==> config.mk <==
export PLATFORM = sky130hd
export DESIGN_NAME = fetch_decode_control
export DESIGN_NICKNAME = d
export VERILOG_FILES = /design/src/rtl/fetch_decode_control_pkg.sv /design/src/rtl/fetch_decode_control_hazard_detect.sv /design/src/rtl/fetch_decode_control.sv
export SDC_FILE = /design/constraint.sdc
export NUM_CORES = 1
export LEC_CHECK = 0
export BUFFER_PORTS_ARGS = -buffer_cell sky130_fd_sc_hd__buf_2
export CORE_UTILIZATION = 44
export CTS_BUF_LIST = sky130_fd_sc_hd__clkbuf_2
export CTS_CLUSTER_SIZE = 8
export DETAILED_ROUTE_END_ITERATION = 8
export HOLD_SLACK_MARGIN = 0.03
export MAX_ROUTING_LAYER = met4
export PLACE_DENSITY_LB_ADDON = 0.2
export SLEW_MARGIN = 20
export SYNTH_ARGS = -nofsm -noshare
export SYNTH_HDL_FRONTEND = slang
export SYNTH_SLANG_ARGS = --single-unit
export TNS_END_PERCENT = 10
==> constraint.sdc <==
create_clock -name clk -period 1.72 [get_ports clk]
set_clock_uncertainty 0.05 [all_clocks]
set_input_delay 0.086 -clock clk [delete_from_list [all_inputs] [get_ports clk]]
set_output_delay 0.086 -clock clk [all_outputs]
set_load 0.05 [all_outputs]
==> src/rtl/fetch_decode_control_pkg.sv <==
// Shared widths, the F/D register layout and the hazard-priority encoding for
// the fetch/decode boundary.
package fetch_decode_control_pkg;

  localparam int INSTR_W = 22;
  localparam int REG_W   = 4;

  localparam logic [INSTR_W-1:0] NOP_INSTR = '0;

  typedef struct packed {
    logic [INSTR_W-1:0] instr;
    logic [INSTR_W-1:0] pc;
    logic               valid;
  } fd_reg_t;

  typedef enum logic [2:0] {
    SEL_NONE,
    SEL_BRANCH,
    SEL_PC_SRC,
    SEL_PC_PENDING,
    SEL_LOAD_USE
  } hazard_sel_t;

  function automatic fd_reg_t nop_fd();
    fd_reg_t r;
    r.instr = NOP_INSTR;
    r.pc    = '0;
    r.valid = 1'b0;
    return r;
  endfunction

endpackage

==> src/rtl/fetch_decode_control_hazard_detect.sv <==
// Combinational hazard resolution: picks exactly one of branch, W-stage PC
// write, pending PC write, load-use or normal flow, and derives stall/flush.
module hazard_detect
  import fetch_decode_control_pkg::*;
(
  input  logic             valid_d,
  input  logic             pc_write_d,
  input  logic [REG_W-1:0] rn_d,
  input  logic [REG_W-1:0] rm_d,
  input  logic [REG_W-1:0] rd_e,
  input  logic             mem_to_reg_e,
  input  logic             branch_taken_e,
  input  logic             pc_src_w,
  input  logic             pcw_e,
  input  logic             pcw_m,
  output logic             stall_f,
  output logic             flush_e,
  output hazard_sel_t      sel
);

  logic load_use;
  logic pc_pending;

  assign load_use   = mem_to_reg_e & valid_d & ((rd_e == rn_d) | (rd_e == rm_d));
  assign pc_pending = (valid_d & pc_write_d) | pcw_e | pcw_m;

  always_comb begin
    sel     = SEL_NONE;
    stall_f = 1'b0;
    flush_e = 1'b0;
    if (branch_taken_e) begin
      sel     = SEL_BRANCH;
      flush_e = 1'b1;
    end else if (pc_src_w) begin
      sel = SEL_PC_SRC;
    end else if (pc_pending) begin
      sel = SEL_PC_PENDING;
    end else if (load_use) begin
      sel     = SEL_LOAD_USE;
      stall_f = 1'b1;
      flush_e = 1'b1;
    end
  end

endmodule

==> src/rtl/fetch_decode_control.sv <==
// Consumer end of the fetch interface: F/D pipeline register, PC-write
// tracking, fetch stall / execute flush generation and a bubble counter.
module fetch_decode_control
  import fetch_decode_control_pkg::*;
#(
  parameter int CNT_W = 16
) (
  input  logic               clk,
  input  logic               rst,
  input  logic [INSTR_W-1:0] instruction_fetch_in,
  input  logic [INSTR_W-1:0] pc_plus_8_in,
  input  logic               pc_write_d,
  input  logic [REG_W-1:0]   rn_d,
  input  logic [REG_W-1:0]   rm_d,
  input  logic [REG_W-1:0]   rd_e,
  input  logic               mem_to_reg_e,
  input  logic               branch_taken_e,
  input  logic               pc_src_w,
  output logic [INSTR_W-1:0] instruction_decode_out,
  output logic [INSTR_W-1:0] pc_plus_8_decode_out,
  output logic               valid_decode_out,
  output logic               stall_fetch_out,
  output logic               flush_execute_out,
  output logic [CNT_W-1:0]   bubble_count_out
);

  fd_reg_t     fd_q;
  fd_reg_t     fd_next;
  logic        fd_en;
  logic        pcw_e;
  logic        pcw_m;
  logic        stall_f;
  logic        flush_e;
  hazard_sel_t sel;
  logic [CNT_W-1:0] bubble_q;

  hazard_detect u_hazard (
    .valid_d        (fd_q.valid),
    .pc_write_d     (pc_write_d),
    .rn_d           (rn_d),
    .rm_d           (rm_d),
    .rd_e           (rd_e),
    .mem_to_reg_e   (mem_to_reg_e),
    .branch_taken_e (branch_taken_e),
    .pc_src_w       (pc_src_w),
    .pcw_e          (pcw_e),
    .pcw_m          (pcw_m),
    .stall_f        (stall_f),
    .flush_e        (flush_e),
    .sel            (sel)
  );

  // Every hazard case except load-use discards the fetched word; load-use holds D.
  always_comb begin
    fd_en   = (sel != SEL_LOAD_USE);
    fd_next = nop_fd();
    if (sel == SEL_NONE) begin
      fd_next.instr = instruction_fetch_in;
      fd_next.pc    = pc_plus_8_in;
      fd_next.valid = 1'b1;
    end
  end

  always_ff @(posedge clk) begin
    if (rst) begin
      fd_q <= '0;
    end else if (fd_en) begin
      fd_q <= fd_next;
    end
  end

  // The W stage of a PC write is announced by pc_src_w itself, so tracking stops at M.
  always_ff @(posedge clk) begin
    if (rst) begin
      pcw_e <= 1'b0;
      pcw_m <= 1'b0;
    end else begin
      pcw_e <= fd_q.valid & pc_write_d & ~flush_e & ~branch_taken_e;
      pcw_m <= pcw_e;
    end
  end

  always_ff @(posedge clk) begin
    if (rst) begin
      bubble_q <= '0;
    end else if ((sel != SEL_NONE) && (bubble_q != {CNT_W{1'b1}})) begin
      bubble_q <= bubble_q + CNT_W'(1);
    end
  end

  assign instruction_decode_out = fd_q.instr;
  assign pc_plus_8_decode_out   = fd_q.pc;
  assign valid_decode_out       = fd_q.valid;
  assign stall_fetch_out        = stall_f;
  assign flush_execute_out      = flush_e;
  assign bubble_count_out       = bubble_q;

endmodule

### Yosys cells after proc, flatten, opt, wreduce, memory -nomap -nowiden

Cells that the tools add are included.

| cells by class | value |
|---|---|
| $add $sub $neg | 1 |
| reduce and logical (&&, ||, !) cells | 3 |
| bitwise gates (word level) | 10 |
| multiplexer cells | 10 |
| eq/ne operators | 4 |

Operators with widths:

| kind | number |
|---|---|
| $mux W45 | 1 |
| $add A16 B1 Y16 const B | 1 |
| $ne A16 B16 Y1 const B | 1 |
| $mux W3 | 4 |
| $eq A4 B4 Y1 | 2 |
| $and A1 B1 Y1 | 5 |
| $mux W1 | 5 |
| $logic_not A3 Y1 | 1 |
| $ne A3 B3 Y1 const B | 1 |
| $or A1 B1 Y1 | 3 |
| $reduce_bool A3 Y1 | 1 |
| $not A1 Y1 | 2 |
| $logic_and A1 B1 Y1 | 1 |

| word-level totals | value |
|---|---|
| word-level logic and storage cells | 34 |
| register bits after elaboration | 63 |
| output and inout port bits | 63 |
| input port bits | 62 |

### Longest topological paths before layout

| depth | value |
|---|---|
| depth in word-level cells | 10 |
| depth in mapped cells | 8 |
| mapped depth without buffers | 6 |

### By module

From an unflattened synthesis, not the netlist that was laid out.

| unflattened totals | value |
|---|---|
| cells, all modules | 274 |
| area, all modules | 2518.7 um^2 |

By module, submodules not included:

| module | instances | cells each | sequential area each (um^2) | area each (um^2) |
|---|---|---|---|---|
| fetch_decode_control | 1 | 254 | 1261.2 | 2374.8 |
| hazard_detect | 1 | 20 | 0.0 | 143.9 |

### Worst setup path after synthesis

Ideal clock, no wire load.

| path | value |
|---|---|
| kind | reg2reg |
| from | register bubble_q[2], in the netlist bubble_count_out[2] |
| to | register bubble_q[15], in the netlist bubble_count_out[15] |
| path buffers | 0 |
| arrival time | 2071 ps |
| stages on the path, launching flop included | 6 |
| clock period less this slack | 2242 ps |
| setup slack | -522 ps |
| cell sequence | dfxtp_1 -> nand4_2 -> nor2_1 -> nand4b_1 -> a2111oi_0 -> mux2_2 |

| between the ends | value |
|---|---|
| word-level cells in the longest chain between the ends | 2 |

Ends and longest elaborated chain:

| item | RTL line | text |
|---|---|---|
| from (decl) | fetch_decode_control.sv:35 | `logic [CNT_W-1:0] bubble_q;` |
| from (signal assigned) | fetch_decode_control.sv:87 | `bubble_q <= bubble_q + CNT_W'(1);` |
| branches (longest 2 deep; another with $add A16 B1 Y16) | -- |  |

Several ways; the timed one is not identified.
A chain may end at the register's enable or synchronous reset.

### Final worst setup path

| path | value |
|---|---|
| from | register pcw_m |
| to | register bubble_q[15], in the netlist bubble_count_out[15] |

| between the ends | value |
|---|---|
| word-level cells in the longest chain between the ends | 6 |

Ends and longest elaborated chain:

| item | RTL line | text |
|---|---|---|
| from (decl) | fetch_decode_control.sv:31 | `logic pcw_m;` |
| from (signal assigned) | fetch_decode_control.sv:79 | `pcw_m <= pcw_e;` |
| $or A1 B1 Y1 | fetch_decode_control_hazard_detect.sv:25 | `assign pc_pending = (valid_d & pc_write_d) \| pcw_e \| pcw_m;` |
| $mux W3 | fetch_decode_control_hazard_detect.sv:36 | `end else if (pc_pending) begin` |
| $mux W3 | fetch_decode_control_hazard_detect.sv:34 | `end else if (pc_src_w) begin` |
| $mux W3 | fetch_decode_control_hazard_detect.sv:31 | `if (branch_taken_e) begin` |
| $reduce_bool A3 Y1 | fetch_decode_control.sv:86 | `end else if ((sel != SEL_NONE) && (bubble_q != {CNT_W{1'b1}})) begin` |
| $logic_and A1 B1 Y1 | fetch_decode_control.sv:86 |  |

Every way passes these cells.

==> run summary <==
clock-pin slew of the registers on the worst-case setup and hold paths: 170 ps
result of the run: finished with violations
total half-perimeter wirelength after legalization and detailed placement: 5126 um
total DRC errors in the routed layout: 0
number of levels the H-tree was split into: 3
layout overhead on the synthesized area: 59.00%
violations in the final reports: setup timing
I/O Buffers: 124
launching element type of the critical path: flop
total routed wirelength: 8374 um
DIE AREA: 6527 sq um
part of the power in the clock network: 25.6%
sequential share of power: 54.9%
first-pass iteration count of the detailed router: 4
Synth Area in XOR/XNOR: 2.565%
path category of the worst min-delay check: input pin to flop
via count of the routed design: 3,005
part of the Yosys area used for sequential elements: 46.17%
leftover overflow at the end of global routing: 0
violation count after the first detailed-routing iteration: 164
fin crit share: 110.5%
I/O pin count: 125
final design utilization: 72.92%
reg-to-reg critical path startpoint: pcw_m$_SDFF_PP0_
ratio of cells with drive above 1 in the final layout: 46.14%
number of global-route vias before repair: 2,828
Root Buffer: sky130_fd_sc_hd__clkbuf_2
worst ir drop on vdd: 463.2 uV
final worst hold slack: 291.2 ps
Simple-Gate Fraction of Synth Area: 20.71%
cell count after placement: 491
pins over their slew limit: 0
first-pass GRT wire length: 13,080 um
total number of nets in the final design: 539
area share of the largest cell type after synthesis: 46.17%
Total Routing Usage GR: 27.18%
area of the mapped netlist: 2731 sq um
Core ar.: 5956 sq um
WL/cell: 15.12 um
data required time at the worst endpoint: 2050 ps
normalized max-slew margin: 64.84%
number of buffers created by CTS: 9
length in cells of the worst reg-to-reg path: 6
routed vias/inst: 5.424
register-to-register setup slack: -180 ps
multiplexer share of the synthesized area: 5.314%
maximum clock insertion buffer count: 2
net switching power: 834.5 uW
Post-Synthesis Cells: 292
synthesized netlist net count: 355
average cell area after synthesis: 9.354 sq um
RSZ-0062 raised after global routing: yes
power per cell area: 632.0 nW/um^2
final worst path period need: 1901 ps
highest clock rate: 0.5262 GHz
CP Capture Type: flop
Least-Margin Pin Slew: 527.4 ps
Pleak: 1.906 nW
hold path cells: 6
number of warning messages in the yosys log: 0
Die W: 80.79 um
Synth Area in Adders: 0.4581%
antenna diode count: 0
post-synthesis compound-gate area fraction: 20.02%
worst reg2reg path endpoint: bubble_count_out[15]$_SDFFE_PP0P_
MaxCap Viol Count: 0
class of the most critical setup path: flop to flop
clock tree from TritonCTS: built
startpoint of the lowest-slack hold path: mem_to_reg_e
count of state elements after synthesis: 63
clock latency on the worst-skew pair: 470 ps
worst-case setup margin in the final layout: -180.5 ps
effective utilization at floorplan: 45.86%
clock sink count: 63
number of cells in the finished layout apart from fillers: 554
largest net degree at the start of global routing: 46
Final Total Pwr: 2.745 mW
cell types occupying the most area after synthesis: sky130_fd_sc_hd__dfxtp_1 46%, sky130_fd_sc_hd__a32oi_1 14%, sky130_fd_sc_hd__nor2_1 8.1%, sky130_fd_sc_hd__mux2_2 4.9%, sky130_fd_sc_hd__nor2b_1 3.0%
origin of the worst setup path: pcw_m$_SDFF_PP0_
sink of the worst hold path: pc_plus_8_decode_out[2]$_SDFFE_PP0P_
Die Y-Extent: 80.79 um
number of hold-slack violations in the final timing report: 0
main combinational cell family by area after synthesis: simple AND/OR/NAND/NOR gates
Power Internal: 1.910 mW
fraction of power consumed by combinational cells: 19.5%
number of standard-cell rows in the floorplan: 28
maximum net fanout on the critical path: 18
Data arrival, critical path: 2230 ps
remaining antenna violation count: 0
number of setup violations in the final report: 43
RePlAce Congestion: 0.8581
switching fraction of total power: 30.40%
number of distinct library cells after synthesis: 36
leading area contributor after synthesis: sky130_fd_sc_hd__dfxtp_1
initial antenna violation count: 0
layout make-up:
class                           instances  area (sq um)
Fill cell                             444          1613
Multi-Input combinational cell        200          1496
Timing Repair Buffer                  199          1350
Sequential cell                        63          1320
Tap cell                               75         93.84
Clock buffer                           12         60.06
Clock inverter                          2         11.26
Inverter                                3         11.26
through the flow:
stage	setup TNS [ps]	setup slack [ps]	area (sq um)
finish	-1788	-180.5	4343
global route	-7607	-299.5	4343
CTS	-1849	-218.5	4270
detailed placement	-565.2	-146.3	3649
global placement	-58.21	-58.21	3649
floorplan	-42.36	-22.38	2835
what timing repair did:
item / CTS / global route
pin swaps: 2 / 0
hold endpoints to repair: 45 / 0
hold buffers: 47 / 0
buffers inserted: 2 / 0
gates resized for setup: 15 / 16
endpoints found under the setup margin: 15 / 61
metal layers:
metal / wire length (um) / global-route usage (%) / part of all wire [%] / vias up
met5: 0 / - / 0 / -
met4: 263 / 14.11 / 3.1 / 0
met3: 482 / 5.281 / 5.8 / 25
li1: - / - / - / 1454
met2: 4080 / 45.17 / 49 / 129
met1: 3547 / 31.06 / 42 / 1397
how the worst max path moves through the flow:
stage / endpoint / slack [ps] / depth (start not counted)
after global routing: flush_execute_out / -300 / 6
after floorplan: bubble_count_out[5]$_SDFFE_PP0P_ / -20 / 6
final: bubble_count_out[15]$_SDFFE_PP0P_ / -180 / 6
after global placement: bubble_count_out[15]$_SDFFE_PP0P_ / -60 / 5
after detailed placement: bubble_count_out[15]$_SDFFE_PP0P_ / -150 / 5
after CTS: flush_execute_out / -220 / 6
cell usage in the layout, fill, tap and decap left out, types with 7 or more instances in the layout:
cell type	count
sky130_fd_sc_hd__mux2_2	11
sky130_fd_sc_hd__buf_2	122
sky130_fd_sc_hd__dlygate4sd3_1	47
sky130_fd_sc_hd__nor2_1	58
sky130_fd_sc_hd__nor2b_1	13
sky130_fd_sc_hd__buf_4	24
sky130_fd_sc_hd__a32oi_1	44
sky130_fd_sc_hd__dfxtp_4	15
sky130_fd_sc_hd__clkbuf_2	12
sky130_fd_sc_hd__xnor2_1	8
sky130_fd_sc_hd__nand3_1	8
sky130_fd_sc_hd__nand4_1	7
sky130_fd_sc_hd__dfxtp_1	46
power by group through the flow:
stage               Combinational [mW]  Sequential (mW)  Clock [mW]
floorplan                        0.142             1.67           0
detailed placement               0.432             1.54           0
global placement                 0.423             1.54           0
finish                           0.535             1.51       0.703
CTS                              0.522             1.51       0.725
global route                     0.571             1.51       0.802
cell families (layout without fill, tap and decap cells):
logic type               after synthesis  count (layout)
adder cells (fa/ha/maj)                1               1
buffers and inverters                 29             216
AO/OA/AOI/OAI                         66              66
XOR/XNOR                               8               8
multiplexers                          13              13
AND/OR/NAND/NOR                      112             112
flip-flops                            63              63
Yosys cell counts (all sizes together):
library cell,n
clkbuf,13
and3b,1
a2111o,1
dfxtp,63
mux2,12
nor4,1
ha,1
buf,13
a211o,1
or3b,1
nand4b,2
xnor2,8
inv,3
a211oi,7
nand2b,4
a21oi,7
and3,2
nand4,8
and2,1
a31oi,1
nand3,8
nor2b,13
nor3,5
nor2,59
mux2i,1
and4,1
nand2,5
a2111oi,4
a32oi,44
a21o,1
nor4b,1
critical path, stage by stage (launching register included):
cell	delay, ps
sky130_fd_sc_hd__dfxtp_1	340
sky130_fd_sc_hd__nor3_2	170
sky130_fd_sc_hd__nand4b_1	180
sky130_fd_sc_hd__a21o_4	230
sky130_fd_sc_hd__buf_6	180
sky130_fd_sc_hd__a2111oi_4	300
sky130_fd_sc_hd__mux2_2	370
sequential cells by signal, summed over array words and instances (netlist names):
register / flops
pcw_m: 1
bubble_count_out: 16
pc_plus_8_decode_out: 22
pcw_e: 1
valid_decode_out: 1
instruction_decode_out: 22
(Power assumes the default switching activity.)
